--- config.mk ---
export PLATFORM = sky130hd
export DESIGN_NAME = inst_fetch_flat
export DESIGN_NICKNAME = d
export VERILOG_FILES = /design/src/rtl/inst_fetch_if.sv /design/src/rtl/inst_fetch.sv /design/src/flat_wrapper.sv
export SDC_FILE = /design/constraint.sdc
export NUM_CORES = 1
export LEC_CHECK = 0
export CORE_MARGIN = 5
export CORE_UTILIZATION = 59
export CTS_CLUSTER_DIAMETER = 80
export DETAILED_ROUTE_END_ITERATION = 8
export PLACE_DENSITY = 0.84
export SYNTH_ARGS = -nofsm -noshare
export SYNTH_HDL_FRONTEND = slang
export SYNTH_SLANG_ARGS = --single-unit
--- constraint.sdc ---
create_clock -name clk -period 4.57 [get_ports clk]
set_input_delay 0.6855 -clock clk [delete_from_list [all_inputs] [get_ports clk]]
set_output_delay 0.6855 -clock clk [all_outputs]
set_load 0.01 [all_outputs]
--- src/rtl/inst_fetch_if.sv ---
// rtl/inst_fetch_if.sv - handshake/bus bundle between instruction fetch and its host
interface inst_fetch_if #(
    parameter int INST_CAP = 5,
    parameter int INST_LEN = 17
);
    localparam int PC_W = $clog2(INST_CAP) + 1;

    logic                start;
    logic [PC_W-1:0]     prog_len;
    logic                ld_en;
    logic [PC_W-1:0]     ld_addr;
    logic [INST_LEN-1:0] ld_data;
    logic                redirect;
    logic [PC_W-1:0]     redirect_pc;
    logic [INST_LEN-1:0] inst;
    logic [PC_W-1:0]     inst_pc;
    logic                inst_valid;
    logic                inst_ready;
    logic                busy;
    logic                done;

    modport master (
        output start, prog_len, ld_en, ld_addr, ld_data, redirect, redirect_pc, inst_ready,
        input  inst, inst_pc, inst_valid, busy, done
    );

    modport slave (
        input  start, prog_len, ld_en, ld_addr, ld_data, redirect, redirect_pc, inst_ready,
        output inst, inst_pc, inst_valid, busy, done
    );
endinterface

--- src/rtl/inst_fetch.sv ---
// rtl/inst_fetch.sv - instruction fetch: small instruction RAM, run FSM, redirect and backpressure
module inst_fetch #(
    parameter int INST_CAP = 5,
    parameter int INST_LEN = 17
) (
    input  logic         clk,
    input  logic         rstn,
    inst_fetch_if.slave  bus
);
    localparam int PC_W = $clog2(INST_CAP) + 1;
    localparam int AW   = (INST_CAP > 1) ? $clog2(INST_CAP) : 1;
    localparam logic [PC_W-1:0] CAP_PC = PC_W'(INST_CAP);

    typedef enum logic [1:0] {IDLE, RUN, DONE} state_t;

    state_t              state;
    logic [PC_W-1:0]     pc;
    logic [PC_W-1:0]     limit;
    logic [INST_LEN-1:0] mem [INST_CAP];
    logic [INST_LEN-1:0] inst_q;
    logic [PC_W-1:0]     inst_pc_q;
    logic                inst_valid_q;
    logic                busy_q;
    logic                done_q;
    logic                update;

    assign update         = !inst_valid_q || bus.inst_ready;
    assign bus.inst       = inst_q;
    assign bus.inst_pc    = inst_pc_q;
    assign bus.inst_valid = inst_valid_q;
    assign bus.busy       = busy_q;
    assign bus.done       = done_q;

    // No reset on the array: program contents survive a reset.
    always_ff @(posedge clk) begin
        if (bus.ld_en && (bus.ld_addr < CAP_PC))
            mem[bus.ld_addr[AW-1:0]] <= bus.ld_data;
    end

    always_ff @(posedge clk or negedge rstn) begin
        if (!rstn) begin
            state        <= IDLE;
            pc           <= '0;
            limit        <= '0;
            inst_q       <= '0;
            inst_pc_q    <= '0;
            inst_valid_q <= 1'b0;
            busy_q       <= 1'b0;
            done_q       <= 1'b0;
        end else begin
            case (state)
                IDLE: begin
                    done_q <= 1'b0;
                    if (bus.start) begin
                        pc     <= '0;
                        limit  <= (bus.prog_len > CAP_PC) ? CAP_PC : bus.prog_len;
                        busy_q <= 1'b1;
                        state  <= RUN;
                    end
                end
                RUN: begin
                    if (bus.redirect) begin
                        // Out-of-range targets park pc at limit so the next cycle ends the run.
                        inst_valid_q <= 1'b0;
                        pc <= (bus.redirect_pc >= limit) ? limit : bus.redirect_pc;
                    end else if (update) begin
                        if (pc < limit) begin
                            inst_q       <= mem[pc[AW-1:0]];
                            inst_pc_q    <= pc;
                            inst_valid_q <= 1'b1;
                            pc           <= pc + PC_W'(1);
                        end else begin
                            inst_valid_q <= 1'b0;
                            busy_q       <= 1'b0;
                            done_q       <= 1'b1;
                            state        <= DONE;
                        end
                    end
                end
                DONE: begin
                    done_q <= 1'b0;
                    state  <= IDLE;
                end
                default: begin
                    busy_q <= 1'b0;
                    done_q <= 1'b0;
                    state  <= IDLE;
                end
            endcase
        end
    end
endmodule
--- src/flat_wrapper.sv ---
// flat-port wrapper written by rule: the top's interface ports become plain ports
module inst_fetch_flat 
#(
    parameter int INST_CAP = 5,
    parameter int INST_LEN = 17
)
  (clk, rstn, bus_start, bus_prog_len, bus_ld_en, bus_ld_addr, bus_ld_data, bus_redirect, bus_redirect_pc, bus_inst_ready, bus_inst, bus_inst_pc, bus_inst_valid, bus_busy, bus_done);
  inst_fetch_if #(.INST_CAP(INST_CAP), .INST_LEN(INST_LEN)) bus_i ();
  input  logic clk;
  input  logic rstn;
  input wire logic [$bits(bus_i.start)-1:0] bus_start;
  input wire logic [$bits(bus_i.prog_len)-1:0] bus_prog_len;
  input wire logic [$bits(bus_i.ld_en)-1:0] bus_ld_en;
  input wire logic [$bits(bus_i.ld_addr)-1:0] bus_ld_addr;
  input wire logic [$bits(bus_i.ld_data)-1:0] bus_ld_data;
  input wire logic [$bits(bus_i.redirect)-1:0] bus_redirect;
  input wire logic [$bits(bus_i.redirect_pc)-1:0] bus_redirect_pc;
  input wire logic [$bits(bus_i.inst_ready)-1:0] bus_inst_ready;
  output wire logic [$bits(bus_i.inst)-1:0] bus_inst;
  output wire logic [$bits(bus_i.inst_pc)-1:0] bus_inst_pc;
  output wire logic [$bits(bus_i.inst_valid)-1:0] bus_inst_valid;
  output wire logic [$bits(bus_i.busy)-1:0] bus_busy;
  output wire logic [$bits(bus_i.done)-1:0] bus_done;
  assign bus_i.start = bus_start;
  assign bus_i.prog_len = bus_prog_len;
  assign bus_i.ld_en = bus_ld_en;
  assign bus_i.ld_addr = bus_ld_addr;
  assign bus_i.ld_data = bus_ld_data;
  assign bus_i.redirect = bus_redirect;
  assign bus_i.redirect_pc = bus_redirect_pc;
  assign bus_i.inst_ready = bus_inst_ready;
  assign bus_inst = bus_i.inst;
  assign bus_inst_pc = bus_i.inst_pc;
  assign bus_inst_valid = bus_i.inst_valid;
  assign bus_busy = bus_i.busy;
  assign bus_done = bus_i.done;
  inst_fetch #(.INST_CAP(INST_CAP), .INST_LEN(INST_LEN)) u_core (.clk(clk), .rstn(rstn), .bus(bus_i));
endmodule
== Word level (Yosys, flattened, before mapping) ==
Memories as Yosys holds them, arrays and structs flattened. A register that Yosys moved wholly into a read port is not among the register bits.
Cells that the tools add are included.
Operators by class
  multiplexer cells: 26
  eq/ne operators: 8
  reduce and logical (&&, ||, !) cells: 14
  add/subtract/negate cells: 1
  bitwise gates (word level): 2
  magnitude comparators: 4
Operator list (count)
  two-way mux 4 bit: 6
  two-way mux 1 bit: 13
  AND reduction 4 bit: 3
  two-way mux 2 bit: 4
  one-hot mux 4 bit (2 select lines): 1
  inequality test 2 bit (second input constant): 3
  inequality test 3 x 2 -> 1 bit (second input constant): 2
  AND reduction 5 bit: 1
  adder 4 x 1 -> 4 bit (second input constant): 1
  greater-or-equal comparator 4 bit: 1
  > comparator 4 x 3 -> 1 bit (second input constant): 1
  less-than comparator 4 x 3 -> 1 bit (second input constant): 1
  less-than comparator 4 bit: 1
  one-hot mux 2 bit (2 select lines): 1
  AND reduction 2 bit: 2
  nonzero test 2 bit: 2
  one-hot mux 1 bit (3 select lines): 1
  AND reduction 3 bit: 1
  == test 2 x 1 -> 1 bit (second input constant): 1
  == test 2 bit (second input constant): 1
  logical NOT 1 bit: 2
  logical NOT 2 bit: 1
  inequality test 2 x 1 -> 1 bit (second input constant): 1
  inverter 1 bit: 2
  2 further kinds: 2
Storage, ports and cells
  memories kept: 1
  output and inout port bits: 24
  memory bits (writable): 85
  logic and storage cells: 63
  bits in registers: 17
  bits of input ports: 35
Memory list
  u_core.mem: words 5, width 17, rd ports 1, clocked after memory_dff 1, wr ports 1, line inst_fetch.sv:19  | logic [INST_LEN-1:0] mem [INST_CAP];

== Logic depth before layout (Yosys ltp) ==
Gate-level depths: netlist of the first run.
  depth in word-level cells: 5
  depth in mapped cells: 8
  mapped depth without buffers: 7

== Worst setup path after synthesis of the first run ==
No wires, ideal clock.
  kind: input port to flip-flop
  from: input port bus_ld_addr[0]
  to: memory u_core.mem[4][0] (enable)
  path buffers: 0
  data required time: 4.154 ns
  library setup time: 0.416 ns
  path slack: 1.633 ns
  cell stages on the path: 2
  arrival time: 2.521 ns
  cells stage by stage: or3b_2 nor3b_1
Between the ends
  cells in the longest elaborated chain, start to end: 4
Ends and longest elaborated chain
  from (decl): line flat_wrapper.sv:14  | input wire logic [$bits(bus_i.ld_addr)-1:0] bus_ld_addr;
  less-than comparator 4 x 3 -> 1 bit: line inst_fetch.sv:36  | if (bus.ld_en && (bus.ld_addr < CAP_PC))
  logical AND 1 bit: line inst_fetch.sv:36
  two-way mux 1 bit: line inst_fetch.sv:36
  two-way mux 1 bit (implied by the code): line inst_fetch.sv:37  | mem[bus.ld_addr[AW-1:0]] <= bus.ld_data;
  to (decl): line inst_fetch.sv:19
Parallel ways exist; a longest one is shown, timed or not.

== Worst setup path after layout of the first run ==
  from: register u_core.limit[1]
  to: register u_core.inst_pc_q[0] (netlist: u_core.bus.inst_pc[0])
Between the ends
  cells in the longest elaborated chain, start to end: 2
Ends and longest elaborated chain
  from (decl): line inst_fetch.sv:18  | logic [PC_W-1:0] limit;
  from (signal assigned): line inst_fetch.sv:56  | limit <= (bus.prog_len > CAP_PC) ? CAP_PC : bus.prog_len;
  less-than comparator 4 bit: line inst_fetch.sv:67  | if (pc < limit) begin
  AND reduction 4 bit (no source line)
  to (signal assigned): line inst_fetch.sv:69  | inst_pc_q <= pc;
  to (decl): line inst_fetch.sv:21  | logic [PC_W-1:0] inst_pc_q;
No other way between the ends.
A chain may end at the register's enable or synchronous reset.

==> flow_metrics.tcl, run 1 <==
set metrics [dict create \
    syn_inst 285 \
    seq_area_frac_synth 0.716 \
    gp_congestion 0.790 \
    hpwl_um 5650 \
    maxCapViolations 0 \
    syn_nets 328 \
    critical_path_arrival_ns 2.99 \
    dp_slack_ns 1.72 \
    status "finished, final reports clean" \
    clk_path_buf_depth 2 \
    synth_seq_cells 119 \
    coreArea_um2 7770 \
    via_count 2800 \
    r2r_cells 7 \
    finalPower_mw 3.67 \
    finalCriticalPeriod_ns 2.60 \
    hold_viol 0 \
    clock_latency_ns 0.51 \
    setup_ws_ns 1.97 \
    globalRouteOverflowTotal 0 \
    clkTransAtPathRegs_ns 0.06 \
    skew_ns 0.00635 \
    yosysWarnings 0 \
    nets 403 \
    syn_area_um2 4750 \
    critPathKind "reg -> reg" \
    fin_crit_sh 0.569 \
    yosysUniqueCellTypes 42 \
    synthTopCellsByArea "edfxtp_1, dfrtp_1, mux4_2" \
    dieWidth_um 99.7 \
    wl_um 10000 \
    setup_viol 0 \
    cp_max_fo 20 \
    routedWlPerCell_um 21.1 \
    required_ns 4.96 \
    ctsResizeCount 0 \
    cts-root-buf "clkbuf_8" \
    synth_edf_count 85 \
    min_path_type "in -> async" \
    hold_buffers 0 \
    die_area_um2 9950 \
    htree_levels 4 \
    synth_top_flop_cell "edfxtp_1" \
    max_clock_freq_mhz 385 \
    die_h_um 99.7 \
    grt_pass1_wl_um 16200 \
    cts_sinks 119 \
    slew_headroom 0.417 \
    netlist.area_leader.share 0.537 \
    vias_per_cell 5.89 \
    yosys.area.top_type "edfxtp_1" \
    grt_max_degree 35 \
    avgSynthCellArea_um2 16.7 \
    port_buffers 58 \
    cellLeakagePower_nw 2.21 \
    rsz0062_at_grt "false" \
    drt-pass1-iter-count 4 \
    area_growth_pct 26.4 \
    fillers 465 \
    startpoint_type "flop" \
    final.setup.tns_ns 0 \
    pin_count 59 \
    drtAntennaViolNets 0 \
    drive_gt1_frac 0.182 \
    power.density_nw_per_um2 610 \
    initial_core_util 0.612 \
    async_flop_share 0.286 \
    tightest_slew_ns 0.872 \
    slew_violations 0 \
    ir_drop_uv 343 \
    rows 32 \
    remaining_drc_errors 0 \
    antenna-diode-count 0 \
    drt-initial-drc-count 158 \
    post_cts_buffers 0 \
    cts_tree "yes" \
    grt_usage 0.220 \
    grt_pass1_vias 3034 \
    multi_input_area_um2 1280 \
    antenna_found_initial 0 \
    cts_buffers 17 \
    regArea_um2 3400 \
    cp-end-kind "flop" \
]
==> path summary, 6_finish.rpt <==
kind | from | to | slack [ns]
max | u_core.limit[1] | u_core.bus.inst_pc[0] | 1.97
min | rstn | u_core.state[0] | 0.26
max reg2reg | u_core.limit[1] | u_core.bus.inst_pc[0] | 1.97
min reg2reg | u_core.bus.inst_pc[2] | u_core.bus.inst_pc[2] | 0.50
max in group asynchronous | rstn | u_core.bus.inst[4] | 3.81
min in group clk | u_core.bus.inst_pc[2] | u_core.bus.inst_pc[2] | 0.50
==> synth_stat cells (3+ instances only) <==
| library cell | number |
|---|---|
| edfxtp_1 | 85 |
| dfrtp_1 | 34 |
| nor2_1 | 27 |
| a21oi_1 | 25 |
| mux2i_1 | 19 |
| mux4_2 | 17 |
| inv_1 | 9 |
| ha_1 | 8 |
| nand2_1 | 6 |
| buf_2 | 5 |
| clkbuf_1 | 4 |
| mux2_2 | 4 |
| a21o_1 | 3 |
| nor3b_1 | 3 |
| o21ai_0 | 3 |
==> placed cells by master, fill, tap and decap left out, types with 2 or more instances in the layout <==
master	n
a211oi_1	2
a21o_1	3
a21oi_1	25
a311oi_1	2
buf_4	8
clkbuf_16	16
clkdlybuf4s50_1	57
clkinv_1	3
clkinvlp_4	7
dfrtp_1	34
edfxtp_1	85
ha_1	8
inv_1	9
inv_6	3
mux2_2	4
mux2i_1	19
mux4_2	17
nand2_1	6
nand3_1	2
nor2_1	27
nor3_2	2
nor3b_1	2
o211ai_1	2
o21ai_0	3
o31ai_1	2
==> layer usage <==
metal / part of all wire / routed length [um] / vias to the layer above / GRT usage
met4: 0.011 / 113 / 0 / 0.0767
li1: - / - / 1257 / -
met5: 0 / 0 / - / 0
met3: 0.052 / 520 / 15 / 0.0561
met2: 0.53 / 5340 / 88 / 0.375
met1: 0.40 / 4040 / 1440 / 0.276
==> power breakdown <==
group,switching (mW),internal [mW]
clock,0.480,0.661
combinational,0.551,0.550
sequential,0.106,1.32
total,1.14,2.53
==> state kept, by name, indices dropped and copies added, names as in the netlist <==
register               flops
u_core.limit               4
u_core.bus.done            1
u_core.pc                  4
u_core.state               2
u_core.bus.inst_valid      1
u_core.bus.busy            1
u_core.mem                85
u_core.bus.inst_pc         4
u_core.bus.inst           17
==> critical path, stage by stage, from the launching register on <==
cell and delay, ns:
dfrtp_1 0.36, inv_1 0.12, ha_1 0.24, o211ai_1 0.15, o21ai_1 0.19, nor3_4 0.67
buf_4 0.37, mux2_2 0.38
==> cells by family (layout without fill, tap and decap cells) <==
logic type,after synthesis,after routing,synth area share
AOI/OAI and AO/OA,50,50,0.0664
and+or+nand+nor,47,47,0.0466
xor gates and xnor gates,1,1,0.00184
buffers and inverters,20,108,0.0179
adders and majority gates,8,8,0.0211
DFF,119,119,0.716
muxes,40,40,0.130
==> stage by stage <==
stage          instance area (um2)  cells  hold WS [ns]   util
2_1_floorplan                 4750    285         0.390      -
4_1_cts                       6010    475         0.263  0.773
3_3_place_gp                  5490    443         0.488  0.707
3_5_place_dp                  5490    443         0.498  0.707
6_report                      6010    475         0.258  0.773
5_1_grt                       6010    475         0.327  0.773
==> cell type report <==
class | count | area share
Clock buffer | 17 | 0.0689
Sequential cell | 119 | 0.567
Timing Repair Buffer | 66 | 0.106
Clock inverter | 15 | 0.0173
Tap cell | 102 | 0.0212
Multi-Input combinational cell | 146 | 0.214
Inverter | 10 | 0.00625
Power figures use the tool's default switching activity.
==> run 2: changes to the inputs <==
--- a/config.mk
+++ b/config.mk
@@ -6,10 +6,10 @@
 export NUM_CORES = 1
 export LEC_CHECK = 0
 export CORE_MARGIN = 5
-export CORE_UTILIZATION = 59
+export CORE_UTILIZATION = 55
 export CTS_CLUSTER_DIAMETER = 80
 export DETAILED_ROUTE_END_ITERATION = 8
-export PLACE_DENSITY = 0.84
+export PLACE_DENSITY = 0.79
 export SYNTH_ARGS = -nofsm -noshare
 export SYNTH_HDL_FRONTEND = slang
 export SYNTH_SLANG_ARGS = --single-unit
==> constraint.sdc (replaced) <==
create_clock -name clk -period 2.6 [get_ports clk]
set_input_delay 0.39 -clock clk [delete_from_list [all_inputs] [get_ports clk]]
set_output_delay 0.39 -clock clk [all_outputs]
set_load 0.01 [all_outputs]
==> flow_metrics.tcl, run 2 (synthesized netlist as in run 1, its figures left out) <==
set metrics [dict create \
    hold_viol 0 \
    skew_ns 0.0104 \
    antenna_found_initial 0 \
    internal-power_mw 4.95 \
    drt-initial-drc-count 186 \
    hold_buffers 1 \
    stdcell_count 486 \
    required_ns 3.02 \
    cp-end-kind "flop" \
    clkPwrFrac 0.351 \
    clk_path_buf_depth 2 \
    area_growth_pct 29.3 \
    status "finished, final reports clean" \
    path_cells "inv_1, ha_1, o211ai_1, o21ai_1, nor3_4, buf_4, buf_4, nor2_1, a21oi_1" \
    critPathKind "reg -> reg" \
    grt_pass1_wl_um 15500 \
    cts_buffers 17 \
    drtAntennaViolNets 0 \
    hpwl_um 5830 \
    power.switching_fraction 0.278 \
    port_buffers 58 \
    grt_usage 0.203 \
    combPwrFrac 0.284 \
    rsz0062_at_grt "false" \
    slew_headroom 0.455 \
    nets 408 \
    cellLeakagePower_nw 2.31 \
    path_common_cell "buf_4" \
    fin_crit_sh 0.805 \
    seqPwrFrac 0.365 \
    cp_max_fo 23 \
    slew_violations 0 \
    die_h_um 103 \
    layout_commonest_cell "edfxtp_1" \
    fillers 539 \
    grt_pass1_vias 2913 \
    final.setup.tns_ns 0 \
    layout_common_cells "edfxtp_1, clkdlybuf4s50_1, dfrtp_1" \
    crit_family "buffers and inverters" \
    vias_per_cell 5.62 \
    setup_viol 0 \
    remaining_drc_errors 0 \
    routedWlPerCell_um 20.0 \
    initial_core_util 0.556 \
    largest_reg_flops 85 \
    pin_count 59 \
    die_area_um2 10600 \
    drive_gt1_frac 0.185 \
    cts_tree "yes" \
    dieWidth_um 103 \
    cts-root-buf "clkbuf_8" \
    coreArea_um2 8550 \
    p_sw_mw 1.91 \
    post_cts_buffers 0 \
    min_path_type "reg -> reg" \
    cts_sinks 119 \
    finalCriticalPeriod_ns 2.09 \
    regArea_um2 3400 \
    maxCapViolations 0 \
    rows 34 \
    via_count 2730 \
    drt-pass1-iter-count 4 \
    tightest_slew_ns 0.818 \
    grt_max_degree 35 \
    cpPeakStageDelay_ns 0.36 \
    wl_um 9710 \
    gp_congestion 0.819 \
    critical_path_arrival_ns 2.51 \
    ir_drop_uv 622 \
    cp_slowest_cell "dfrtp_1" \
    clkTransAtPathRegs_ns 0.06 \
    htree_levels 4 \
    multi_input_area_um2 1280 \
    clock_latency_ns 0.51 \
    antenna-diode-count 0 \
    dp_cells 453 \
    max_clock_freq_mhz 478 \
    crit_buf_inv 3 \
    startpoint_type "flop" \
    ctsResizeCount 0 \
    globalRouteOverflowTotal 0 \
    power.density_nw_per_um2 1120 \
]
==> run 2: area by class of cell <==
type | count | area share
inverters | 10 | 0.00611
flip-flops and latches | 119 | 0.554
multi-input cells | 146 | 0.209
clock buffers | 21 | 0.0698
well taps | 108 | 0.0220
clock inverters | 11 | 0.0291
repair buffers | 71 | 0.110
==> run 2: power by group through the flow <==
stage | sequential [mW] | clock (mW) | combinational [mW]
detailed placement | 2.53 | 0 | 1.93
finish | 2.50 | 2.41 | 1.95
CTS | 2.50 | 2.44 | 1.97
global placement | 2.53 | 0 | 1.88
floorplan | 2.58 | 0 | 1.12
global route | 2.54 | 2.55 | 2.12
==> run 2: worst register-to-register path: stages (launching register included) <==
cell	delay, ns
dfrtp_1	0.36
inv_1	0.12
ha_1	0.26
o211ai_1	0.19
o21ai_1	0.20
nor3_4	0.19
buf_4	0.19
buf_4	0.29
nor2_1	0.08
a21oi_1	0.13
==> run 2: through the flow <==
step	power [mW]	util	hold slack [ns]	setup WS, ns	cell area (um2)
final	6.86	0.719	0.502	0.507	6140
after global routing	7.21	0.719	0.538	0.385	6140
after CTS	6.92	0.719	0.504	0.499	6140
after detailed placement	4.46	0.646	0.498	0.230	5530
after global placement	4.41	0.646	0.490	0.318	5530
after floorplan	3.70	-	0.0944	0.0858	4760
==> run 2: worst paths after layout <==
check	endpoint	cells after the start	slack [ns]	start
setup / recovery	u_core.bus.inst[11]	9	0.51	u_core.limit[1]
hold / removal	u_core.bus.inst_pc[2]	1	0.50	u_core.bus.inst_pc[2]
setup reg to reg	u_core.bus.inst[11]	9	0.51	u_core.limit[1]
hold reg to reg	u_core.bus.inst_pc[2]	1	0.50	u_core.bus.inst_pc[2]
max in group asynchronous	u_core.bus.inst[11]	2	1.56	rstn
min in group asynchronous	u_core.limit[3]	2	0.51	rstn
==> run 2: routing by layer <==
layer  share of wire  up-vias  track usage
li1                -     1266            -
met1            0.42     1381        0.258
met2            0.53       70        0.339
met3           0.040       13       0.0609
met4           0.012        0       0.0618
met5               0        -            0
